--- config.mk ---
export PLATFORM = sky130hd
export DESIGN_NAME = ii_window_loader_flat
export DESIGN_NICKNAME = d
export VERILOG_FILES = /design/src/rtl/ii_window_loader_if.sv /design/src/rtl/ii_window_loader.sv /design/src/flat_wrapper.sv
export SDC_FILE = /design/constraint.sdc
export NUM_CORES = 2
export LEC_CHECK = 0
export CAP_MARGIN = 20
export CORE_MARGIN = 1
export CORE_UTILIZATION = 60
export DETAILED_ROUTE_END_ITERATION = 12
export DONT_BUFFER_PORTS = 1
export PLACE_DENSITY = 0.76
export SYNTH_ARGS = -nofsm -noshare
export SYNTH_HDL_FRONTEND = slang
export SYNTH_SLANG_ARGS = --single-unit
--- constraint.sdc ---
create_clock -name clk_i -period 7.7 [get_ports clk_i]
set_input_delay 0.385 -clock clk_i [delete_from_list [all_inputs] [get_ports clk_i]]
set_output_delay 0.385 -clock clk_i [all_outputs]
set_load 0.005 [all_outputs]
--- src/rtl/ii_window_loader_if.sv ---
// Pixel, integral-image RAM write and classifier handshake signals of ii_window_loader.
// II_WINDOW_SQSUM_EN adds the sum_o / sqsum_o window statistics.
interface ii_window_loader_if #(
    parameter int ADDR_WIDTH_II = 9
);
    logic [7:0]               pix_data_i;
    logic                     pix_val_i;
    logic                     pix_ready_o;
    logic [31:0]              norm_factor_i;
    logic [ADDR_WIDTH_II-1:0] ii_addr_wr_o;
    logic [31:0]              ii_data_wr_o;
    logic                     ii_val_wr_o;
    logic [31:0]              variance_norm_factor_o;
    logic                     start_o;
    logic                     done_i;
    logic                     result_i;
    logic                     result_o;
    logic                     result_val_o;
    logic                     busy_o;
`ifdef II_WINDOW_SQSUM_EN
    logic [31:0]              sum_o;
    logic [31:0]              sqsum_o;
`endif

    // Loader side: consumes pixels and classifier status, drives RAM and classifier.
    modport master (
        input  pix_data_i, pix_val_i, norm_factor_i, done_i, result_i,
        output pix_ready_o, ii_addr_wr_o, ii_data_wr_o, ii_val_wr_o,
        output variance_norm_factor_o, start_o, result_o, result_val_o, busy_o
`ifdef II_WINDOW_SQSUM_EN
        , output sum_o, sqsum_o
`endif
    );

    // Environment side: pixel source, RAM and classifier.
    modport slave (
        output pix_data_i, pix_val_i, norm_factor_i, done_i, result_i,
        input  pix_ready_o, ii_addr_wr_o, ii_data_wr_o, ii_val_wr_o,
        input  variance_norm_factor_o, start_o, result_o, result_val_o, busy_o
`ifdef II_WINDOW_SQSUM_EN
        , input sum_o, sqsum_o
`endif
    );
endinterface

--- src/rtl/ii_window_loader.sv ---
// Streams a (L-1)x(L-1) pixel window into an L x L integral-image RAM, then runs the classifier.
// Optional feature macro: II_WINDOW_SQSUM_EN (pixel sum and squared-pixel sum outputs).
module ii_window_loader #(
    parameter int LENGHT_LINE_II = 21,
    parameter int ADDR_WIDTH_II  = $clog2(LENGHT_LINE_II * LENGHT_LINE_II)
) (
    input  logic                clk_i,
    input  logic                rst_i,
    ii_window_loader_if.master  bus
);
    localparam int L        = LENGHT_LINE_II;
    localparam int W        = L - 1;
    localparam int CNT_W    = $clog2(L);
    localparam int CLR_LAST = 2 * L - 2;
    localparam int CLR_W    = $clog2(2 * L);

    typedef enum logic [2:0] {
        ST_IDLE, ST_CLEAR, ST_LOAD, ST_START, ST_WAIT, ST_REPORT
    } state_t;

    state_t                   state, state_nxt;
    logic [CLR_W-1:0]         clr_cnt;
    logic [CNT_W-1:0]         row_cnt, col_cnt;
    logic [31:0]              rowsum;
    logic [31:0]              line_buf [W];
    logic                     load_end;
    logic                     accept, last_pix, clr_done;
    logic [31:0]              pix_ext, rowsum_nxt, ii_nxt;
    logic [ADDR_WIDTH_II-1:0] clr_addr, load_addr;

    // load_end marks the cycle the final pixel's write is on the bus; no pixel is taken then.
    assign bus.pix_ready_o  = (state == ST_LOAD) && !load_end;
    assign bus.start_o      = (state == ST_START);
    assign bus.result_val_o = (state == ST_REPORT);
    assign bus.busy_o       = (state != ST_IDLE);

    assign accept   = bus.pix_val_i && bus.pix_ready_o;
    assign last_pix = (row_cnt == CNT_W'(W - 1)) && (col_cnt == CNT_W'(W - 1));
    assign clr_done = (clr_cnt == CLR_W'(CLR_LAST));
    assign pix_ext  = {24'd0, bus.pix_data_i};

    // ii(r+1,c+1) = ii(r,c+1) + running row sum; row 0 of the integral image is all zero.
    assign rowsum_nxt = ((col_cnt == '0) ? 32'd0 : rowsum) + pix_ext;
    assign ii_nxt     = ((row_cnt == '0) ? 32'd0 : line_buf[col_cnt]) + rowsum_nxt;

    assign clr_addr  = (int'(clr_cnt) < L) ? ADDR_WIDTH_II'(clr_cnt)
                                           : ADDR_WIDTH_II'((int'(clr_cnt) - L + 1) * L);
    assign load_addr = ADDR_WIDTH_II'((int'(row_cnt) + 1) * L + int'(col_cnt) + 1);

    // NOTE: state registers use non-blocking assignments so every flop samples pre-edge values.
    always_ff @(posedge clk_i or negedge rst_i) begin
        if (!rst_i) state <= ST_IDLE;
        else        state <= state_nxt;
    end

    // NOTE: state_nxt gets a default before the case so no path leaves it unassigned (no latch).
    always_comb begin
        state_nxt = state;
        case (state)
            ST_IDLE:   if (bus.pix_val_i) state_nxt = ST_CLEAR;
            ST_CLEAR:  if (clr_done)      state_nxt = ST_LOAD;
            ST_LOAD:   if (load_end)      state_nxt = ST_START;
            ST_START:                     state_nxt = ST_WAIT;
            ST_WAIT:   if (bus.done_i)    state_nxt = ST_REPORT;
            ST_REPORT:                    state_nxt = ST_IDLE;
            default:                      state_nxt = ST_IDLE;
        endcase
    end

    always_ff @(posedge clk_i or negedge rst_i) begin
        if (!rst_i) begin
            clr_cnt                    <= '0;
            row_cnt                    <= '0;
            col_cnt                    <= '0;
            rowsum                     <= '0;
            load_end                   <= 1'b0;
            bus.ii_addr_wr_o           <= '0;
            bus.ii_data_wr_o           <= '0;
            bus.ii_val_wr_o            <= 1'b0;
            bus.variance_norm_factor_o <= '0;
            bus.result_o               <= 1'b0;
`ifdef II_WINDOW_SQSUM_EN
            bus.sum_o                  <= '0;
            bus.sqsum_o                <= '0;
`endif
        end else begin
            bus.ii_val_wr_o <= 1'b0;
            load_end        <= accept && last_pix;

            if (state == ST_CLEAR) begin
                clr_cnt          <= clr_cnt + CLR_W'(1);
                bus.ii_addr_wr_o <= clr_addr;
                bus.ii_data_wr_o <= '0;
                bus.ii_val_wr_o  <= 1'b1;
                row_cnt          <= '0;
                col_cnt          <= '0;
                rowsum           <= '0;
`ifdef II_WINDOW_SQSUM_EN
                bus.sum_o        <= '0;
                bus.sqsum_o      <= '0;
`endif
            end else begin
                clr_cnt <= '0;
            end

            if (accept) begin
                bus.ii_addr_wr_o <= load_addr;
                bus.ii_data_wr_o <= ii_nxt;
                bus.ii_val_wr_o  <= 1'b1;
                rowsum           <= rowsum_nxt;
                if (row_cnt == '0 && col_cnt == '0)
                    bus.variance_norm_factor_o <= bus.norm_factor_i;
                if (col_cnt == CNT_W'(W - 1)) begin
                    col_cnt <= '0;
                    row_cnt <= last_pix ? '0 : row_cnt + CNT_W'(1);
                end else begin
                    col_cnt <= col_cnt + CNT_W'(1);
                end
`ifdef II_WINDOW_SQSUM_EN
                bus.sum_o   <= bus.sum_o + pix_ext;
                bus.sqsum_o <= bus.sqsum_o + pix_ext * pix_ext;
`endif
            end

            if (state == ST_WAIT && bus.done_i)
                bus.result_o <= bus.result_i;
        end
    end

    // NOTE: the line buffer is small flop storage, so it takes the async clear; row 0 never reads it.
    always_ff @(posedge clk_i or negedge rst_i) begin
        if (!rst_i) begin
            for (int i = 0; i < W; i++) line_buf[i] <= '0;
        end else if (accept) begin
            line_buf[col_cnt] <= ii_nxt;
        end
    end
endmodule
--- src/flat_wrapper.sv ---
// flat-port wrapper written by rule: the top's interface ports become plain ports
module ii_window_loader_flat 
#(
    parameter int LENGHT_LINE_II = 21,
    parameter int ADDR_WIDTH_II  = $clog2(LENGHT_LINE_II * LENGHT_LINE_II)
)
  (clk_i, rst_i, bus_pix_data_i, bus_pix_val_i, bus_norm_factor_i, bus_done_i, bus_result_i, bus_pix_ready_o, bus_ii_addr_wr_o, bus_ii_data_wr_o, bus_ii_val_wr_o, bus_variance_norm_factor_o, bus_start_o, bus_result_o, bus_result_val_o, bus_busy_o);
  ii_window_loader_if #(.ADDR_WIDTH_II(ADDR_WIDTH_II)) bus_i ();
  input  logic clk_i;
  input  logic rst_i;
  input wire logic [$bits(bus_i.pix_data_i)-1:0] bus_pix_data_i;
  input wire logic [$bits(bus_i.pix_val_i)-1:0] bus_pix_val_i;
  input wire logic [$bits(bus_i.norm_factor_i)-1:0] bus_norm_factor_i;
  input wire logic [$bits(bus_i.done_i)-1:0] bus_done_i;
  input wire logic [$bits(bus_i.result_i)-1:0] bus_result_i;
  output wire logic [$bits(bus_i.pix_ready_o)-1:0] bus_pix_ready_o;
  output wire logic [$bits(bus_i.ii_addr_wr_o)-1:0] bus_ii_addr_wr_o;
  output wire logic [$bits(bus_i.ii_data_wr_o)-1:0] bus_ii_data_wr_o;
  output wire logic [$bits(bus_i.ii_val_wr_o)-1:0] bus_ii_val_wr_o;
  output wire logic [$bits(bus_i.variance_norm_factor_o)-1:0] bus_variance_norm_factor_o;
  output wire logic [$bits(bus_i.start_o)-1:0] bus_start_o;
  output wire logic [$bits(bus_i.result_o)-1:0] bus_result_o;
  output wire logic [$bits(bus_i.result_val_o)-1:0] bus_result_val_o;
  output wire logic [$bits(bus_i.busy_o)-1:0] bus_busy_o;
  assign bus_i.pix_data_i = bus_pix_data_i;
  assign bus_i.pix_val_i = bus_pix_val_i;
  assign bus_i.norm_factor_i = bus_norm_factor_i;
  assign bus_i.done_i = bus_done_i;
  assign bus_i.result_i = bus_result_i;
  assign bus_pix_ready_o = bus_i.pix_ready_o;
  assign bus_ii_addr_wr_o = bus_i.ii_addr_wr_o;
  assign bus_ii_data_wr_o = bus_i.ii_data_wr_o;
  assign bus_ii_val_wr_o = bus_i.ii_val_wr_o;
  assign bus_variance_norm_factor_o = bus_i.variance_norm_factor_o;
  assign bus_start_o = bus_i.start_o;
  assign bus_result_o = bus_i.result_o;
  assign bus_result_val_o = bus_i.result_val_o;
  assign bus_busy_o = bus_i.busy_o;
  ii_window_loader #(.LENGHT_LINE_II(LENGHT_LINE_II), .ADDR_WIDTH_II(ADDR_WIDTH_II)) u_core (.clk_i(clk_i), .rst_i(rst_i), .bus(bus_i));
endmodule
[Yosys cells after proc, flatten, opt, wreduce, memory -nomap -nowiden]
Cells that the tools add are included.
Storage, ports and cells
  word-level logic and storage cells: 103
  bits of input ports: 45
  register bits: 767
Cells by class
  multiplexer cells: 29
  $mul: 2
  $add $sub $neg: 10
  eq/ne operators: 12
  reduce and logical (&&, ||, !) cells: 15
  order comparisons: 3
  bitwise logic cells: 1
Operators with widths (number)
  bitwise mux 640 bit: 1
  two-way mux 32 bit: 8
  binary-select mux 32 bit (select 5 bit): 1
  demux 32 bit (select 5 bit): 1
  multiplier 32 x 6 -> 9 bit, second input constant: 2
  two-way mux 5 bit: 7
  adder 32 x 2 -> 32 bit, second input constant: 1
  adder 32 bit: 1
  adder 32 x 8 -> 32 bit: 1
  two-way mux 9 bit: 3
  one-hot mux 3 bit (5 select lines): 1
  two-way mux 3 bit: 4
  adder 5 x 1 -> 5 bit, second input constant: 2
  == test 5 bit, second input constant: 2
  zero test 5 bit: 2
  adder 9 x 2 -> 9 bit, second input constant: 1
  adder 9 x 6 -> 9 bit: 1
  logical AND 1 bit: 7
  subtractor 6 x 5 -> 7 bit, second input constant: 1
  adder 5 x 1 -> 6 bit, second input constant: 1
  adder 6 x 1 -> 6 bit, second input constant: 1
  == test 3 x 2 -> 1 bit, second input constant: 2
  == test 3 bit, second input constant: 2
  == test 6 bit, second input constant: 1
  other kinds (15): 18

[Logic depth before layout (Yosys ltp)]
  depth in word-level cells: 7
  mapped depth: 31
  gate-level depth less buffers: 25

[Least setup slack after synthesis]
OpenSTA, ideal clock, no wires.
  path kind: register -> register
  from: reg u_core.col_cnt[0]
  to: reg u_core.line_buf[220] (netlist bit)
  buffers on the path: 6
  arrival time: 5.895 ns
  setup time: 0.134 ns
  setup slack: 1.672 ns
  cell stages (with the launch flop): 29
  cells stage by stage: dfrtp_1 > buf_2 > clkbuf_1 > buf_2 > inv_1 > ha_1 > clkbuf_1 > nand2_1 > clkbuf_1 > and2_1 > ha_1 > a211oi_1 > nor2_1 > o31ai_1 > a21oi_1 > nand2_1 > nor3_1 > xnor2_1 > nor2_1 > ha_1 > a21o_1 > a21oi_1 > o21ai_1 > a221o_1 > a22o_1 > a311oi_1 > xnor2_1 > clkbuf_1 > o21ai_0
Between the ends
  longest elaborated chain between the ends: 7
  elaborated cells between the ends (all ways): 15
  those cells by class: add/sub: 2; order compare: 2; mux: 8; bitwise: 1; reduce/logical: 2
RTL lines
  start, declared: line ii_window_loader.sv:23  | logic [CNT_W-1:0] row_cnt, col_cnt;
  start signal, assigned: line ii_window_loader.sv:117  | col_cnt <= col_cnt + CNT_W'(1);
  parallel branches: the longest is 6 deep, another holds adder 32 x 8 -> 32 bit
  bitwise mux 640 bit (*): line ii_window_loader.sv:135  | line_buf[col_cnt] <= ii_nxt;
  end signal, assigned by index: line ii_window_loader.sv:135
  end, declared: line ii_window_loader.sv:25  | logic [31:0] line_buf [W];
Mark *: on every way between the ends. The select of a mux whose other input is x is not followed.
A chain may end at the register's enable or synchronous reset.

[Worst setup path in the final report]
  from: reg u_core.col_cnt[3]
  to: reg u_core.line_buf[444] (netlist bit)
The elaborated chain is that of the path after synthesis.

==> impl_metrics.toml <==
[floorplan]
io_pins = 124
start_util_pct = 60.8
coreArea_mm2 = 0.0604
die_h_um = 249
num_rows = 90
die_w_um = 249
die_area_mm2 = 0.0622

[finish]
nets = 3614
layout_commonest_cell = "dfrtp_1"
layout_common_cells = "dfrtp_1, nand2_1, o21ai_0"
post-route-util_pct = 67.2
area_delta_synth_final_pct = 10.4
drive_gt1_share_pct = 12.8

[sta]
rsz0062_at_grt = "no"
maxSlewHeadroom_pct = -85.7
worst-slew-pin-transition_ps = 2790
final-hold-violation-count = 520
period_share_pct = 86.3
timing.final.ws_setup_ps = 1060
tns_ps = 0
setup_viol = 0
slew_viol_final = 386
min_period_ps = 6640
fmax_ghz = 0.151
skew_ps = 25.3
holdWs_ps = -536

[grt]
grt_pass1_wl_um = 161000
grt_pass1_vias = 28600
track_usage_pct = 33.5
grt_max_degree = 768
antenna_found_initial = 7
overflow = 0

[cts]
root_buffer = "clkbuf_16"
post_cts_buffers = 0
clock-sinks = 767
clock_latency_ps = 650
cts_buffers = 78
cts_resized = 0
postCtsHoldBufs = 34
clockBufferDepth = 3
htreeDepth = 3
path_clk_slew_ps = 70
cts_tree = "done"

[setup_path]
setup.worst_path.class = "flip-flop to flip-flop"
critPathArrivalTime_ps = 7130
cp_data_required_time_ps = 8190
end_kind = "flip-flop"
path_max_fanout = 28
crit_path_start_kind = "flip-flop"

[yosys]
async_flop_share_pct = 100
syn_area_mm2 = 0.0367
ys_types = 64
synth_edf_count = 0
ys.warnings.count = 0
synth_flop_cell = "dfrtp_1"
synth_sequential_area_ratio_pct = 52.3
syn_inst = 3578
synth_nets = 3719
ys_ff_latch = 767
postSynthAreaPerCell_um2 = 10.3

[status]
status = "finished, violations left"
violations = "negative hold slack, max-slew violations"

[route]
wl_per_cell_um = 23.5
num_vias = 28000
dr.pass1.iters = 8
totalWireLength_um = 102000
drtIter0Drc = 3532
route.detailed.drc = 0
ant_nets = 0
vias_per_cell = 6.48

[place]
gp_congestion = 0.959
port_buffers = 0
dpl_worst_slack_ps = 1320
dp_hpwl_um = 56900

[power_and_ir_drop]
powerDensity_mw_per_mm2 = 252
max-vdd-ir-drop_uv = 211
leakage_nw = 17.7

[flow_run]
max-cap-violations = 0

[hold_path]
hp-class = "primary input to async pin"
cell families (layout without fill, tap and decap cells):
family / after synthesis / in the layout / synth area share [%]
AO/OA/AOI/OAI: 932 / 932 / 13.5
XOR/XNOR: 89 / 89 / 2.12
adder cells (fa/ha/maj): 96 / 96 / 3.50
buffers and inverters: 356 / 313 / 3.76
flip-flops: 767 / 767 / 52.3
multiplexers: 273 / 273 / 13.1
other: 0 / 5 / 0
AND/OR/NAND/NOR: 1065 / 1065 / 11.8
power by group:
group	switching (W)	total, W	internal [W]
sequential	0.000148	0.00440	0.00425
clock	0.00162	0.00413	0.00250
combinational	0.00111	0.00167	0.000566
cell usage after synthesis, types with 3 or more instances:
cell | n | area, um2
a21o_1 | 18 | 135
nor3_1 | 14 | 70.1
clkbuf_2 | 3 | 15.0
clkbuf_1 | 253 | 950
a21oi_1 | 100 | 500
a22o_1 | 4 | 35.0
nand3_1 | 64 | 320
o21bai_1 | 11 | 82.6
nor4_1 | 4 | 25.0
xor2_1 | 42 | 368
a211oi_1 | 7 | 52.6
and2_1 | 17 | 106
a31oi_1 | 9 | 56.3
fa_1 | 11 | 220
inv_1 | 62 | 233
buf_2 | 23 | 115
mux4_2 | 161 | 3630
buf_4 | 3 | 22.5
and3_1 | 20 | 125
o21ai_1 | 16 | 80.1
xnor2_1 | 47 | 412
ha_1 | 85 | 1060
nand2_1 | 768 | 2880
nand4_1 | 14 | 87.6
mux2_2 | 52 | 586
a221oi_1 | 3 | 26.3
o22ai_1 | 5 | 31.3
o21ai_0 | 724 | 3620
a32o_1 | 3 | 30.0
buf_1 | 12 | 45.0
or3_1 | 3 | 18.8
dfrtp_1 | 767 | 19200
nor2b_1 | 8 | 50.1
nor2_1 | 135 | 507
o31ai_1 | 9 | 67.6
nand2b_1 | 9 | 56.3
a22oi_1 | 3 | 22.5
mux2i_1 | 60 | 601
routing by layer:
metal	vias to the layer above	share of wire [%]	track usage, %
met2	1398	48	53.8
li1	12200	-	-
met3	291	9.3	7.48
met5	-	0	0
met1	14100	39	44.6
met4	0	3.9	13.5
final cells by class:
class | count | area (um2)
inverters | 62 | 233
diodes | 5 | 12.5
clock inverters | 27 | 442
multi-input cells | 2455 | 16300
flip-flops and latches | 767 | 19200
fillers | 4379 | 19800
repair buffers | 109 | 1040
clock buffers | 115 | 2370
well taps | 782 | 978
per-stage QoR:
step	power [W]	instance area [um2]	hold WS, ps	std cells
detailed placement	0.00608	37300	110	4136
global placement	0.00602	37200	112	4131
CTS	0.0102	40400	-569	4312
floorplan	0.00557	36700	89.4	3578
global route	0.0105	40500	-553	4321
finish	0.0102	40500	-536	4322
worst max-delay path: stages, from the launching register on:
cell	delay, ps
dfrtp_4	730
nor3_1	410
nand2_1	290
buf_4	260
and2_1	160
ha_1	340
o21ai_0	110
nor2_1	190
o31ai_1	150
a21oi_1	530
nand2_1	160
nor3_1	320
xnor2_1	170
nor2_1	60
ha_1	390
a21o_1	190
a21oi_1	220
o21ai_1	110
a221o_1	410
a22o_1	250
a311oi_1	290
xnor2_1	310
buf_4	290
o21ai_0	120
state kept, by name (all words and copies together) (netlist names):
register,cells
u_core.bus.ii_addr_wr_o,9
u_core.bus.ii_data_wr_o,32
u_core.bus.ii_val_wr_o,1
u_core.bus.result_o,1
u_core.bus.variance_norm_factor_o,32
u_core.clr_cnt,6
u_core.col_cnt,5
u_core.line_buf,640
u_core.load_end,1
u_core.row_cnt,5
u_core.rowsum,32
u_core.state,3
path summary, 6_finish.rpt:
kind	from	endpoint	slack [ps]	cells past startpoint
max	u_core.col_cnt[3]$_DFFE_PN0P_	u_core.line_buf[444]$_DFFE_PN0P_	1060	23
min	rst_i	u_core.clr_cnt[2]$_DFF_PN0_	-540	0
max reg2reg	u_core.col_cnt[3]$_DFFE_PN0P_	u_core.line_buf[444]$_DFFE_PN0P_	1060	23
min reg2reg	u_core.line_buf[53]$_DFFE_PN0P_	u_core.line_buf[53]$_DFFE_PN0P_	470	2
max in group asynchronous	rst_i	u_core.line_buf[83]$_DFFE_PN0P_	6060	0
min in group clk_i	bus_done_i	u_core.bus.result_o$_DFFE_PN0P_	100	3
(Power assumes the default switching activity.)
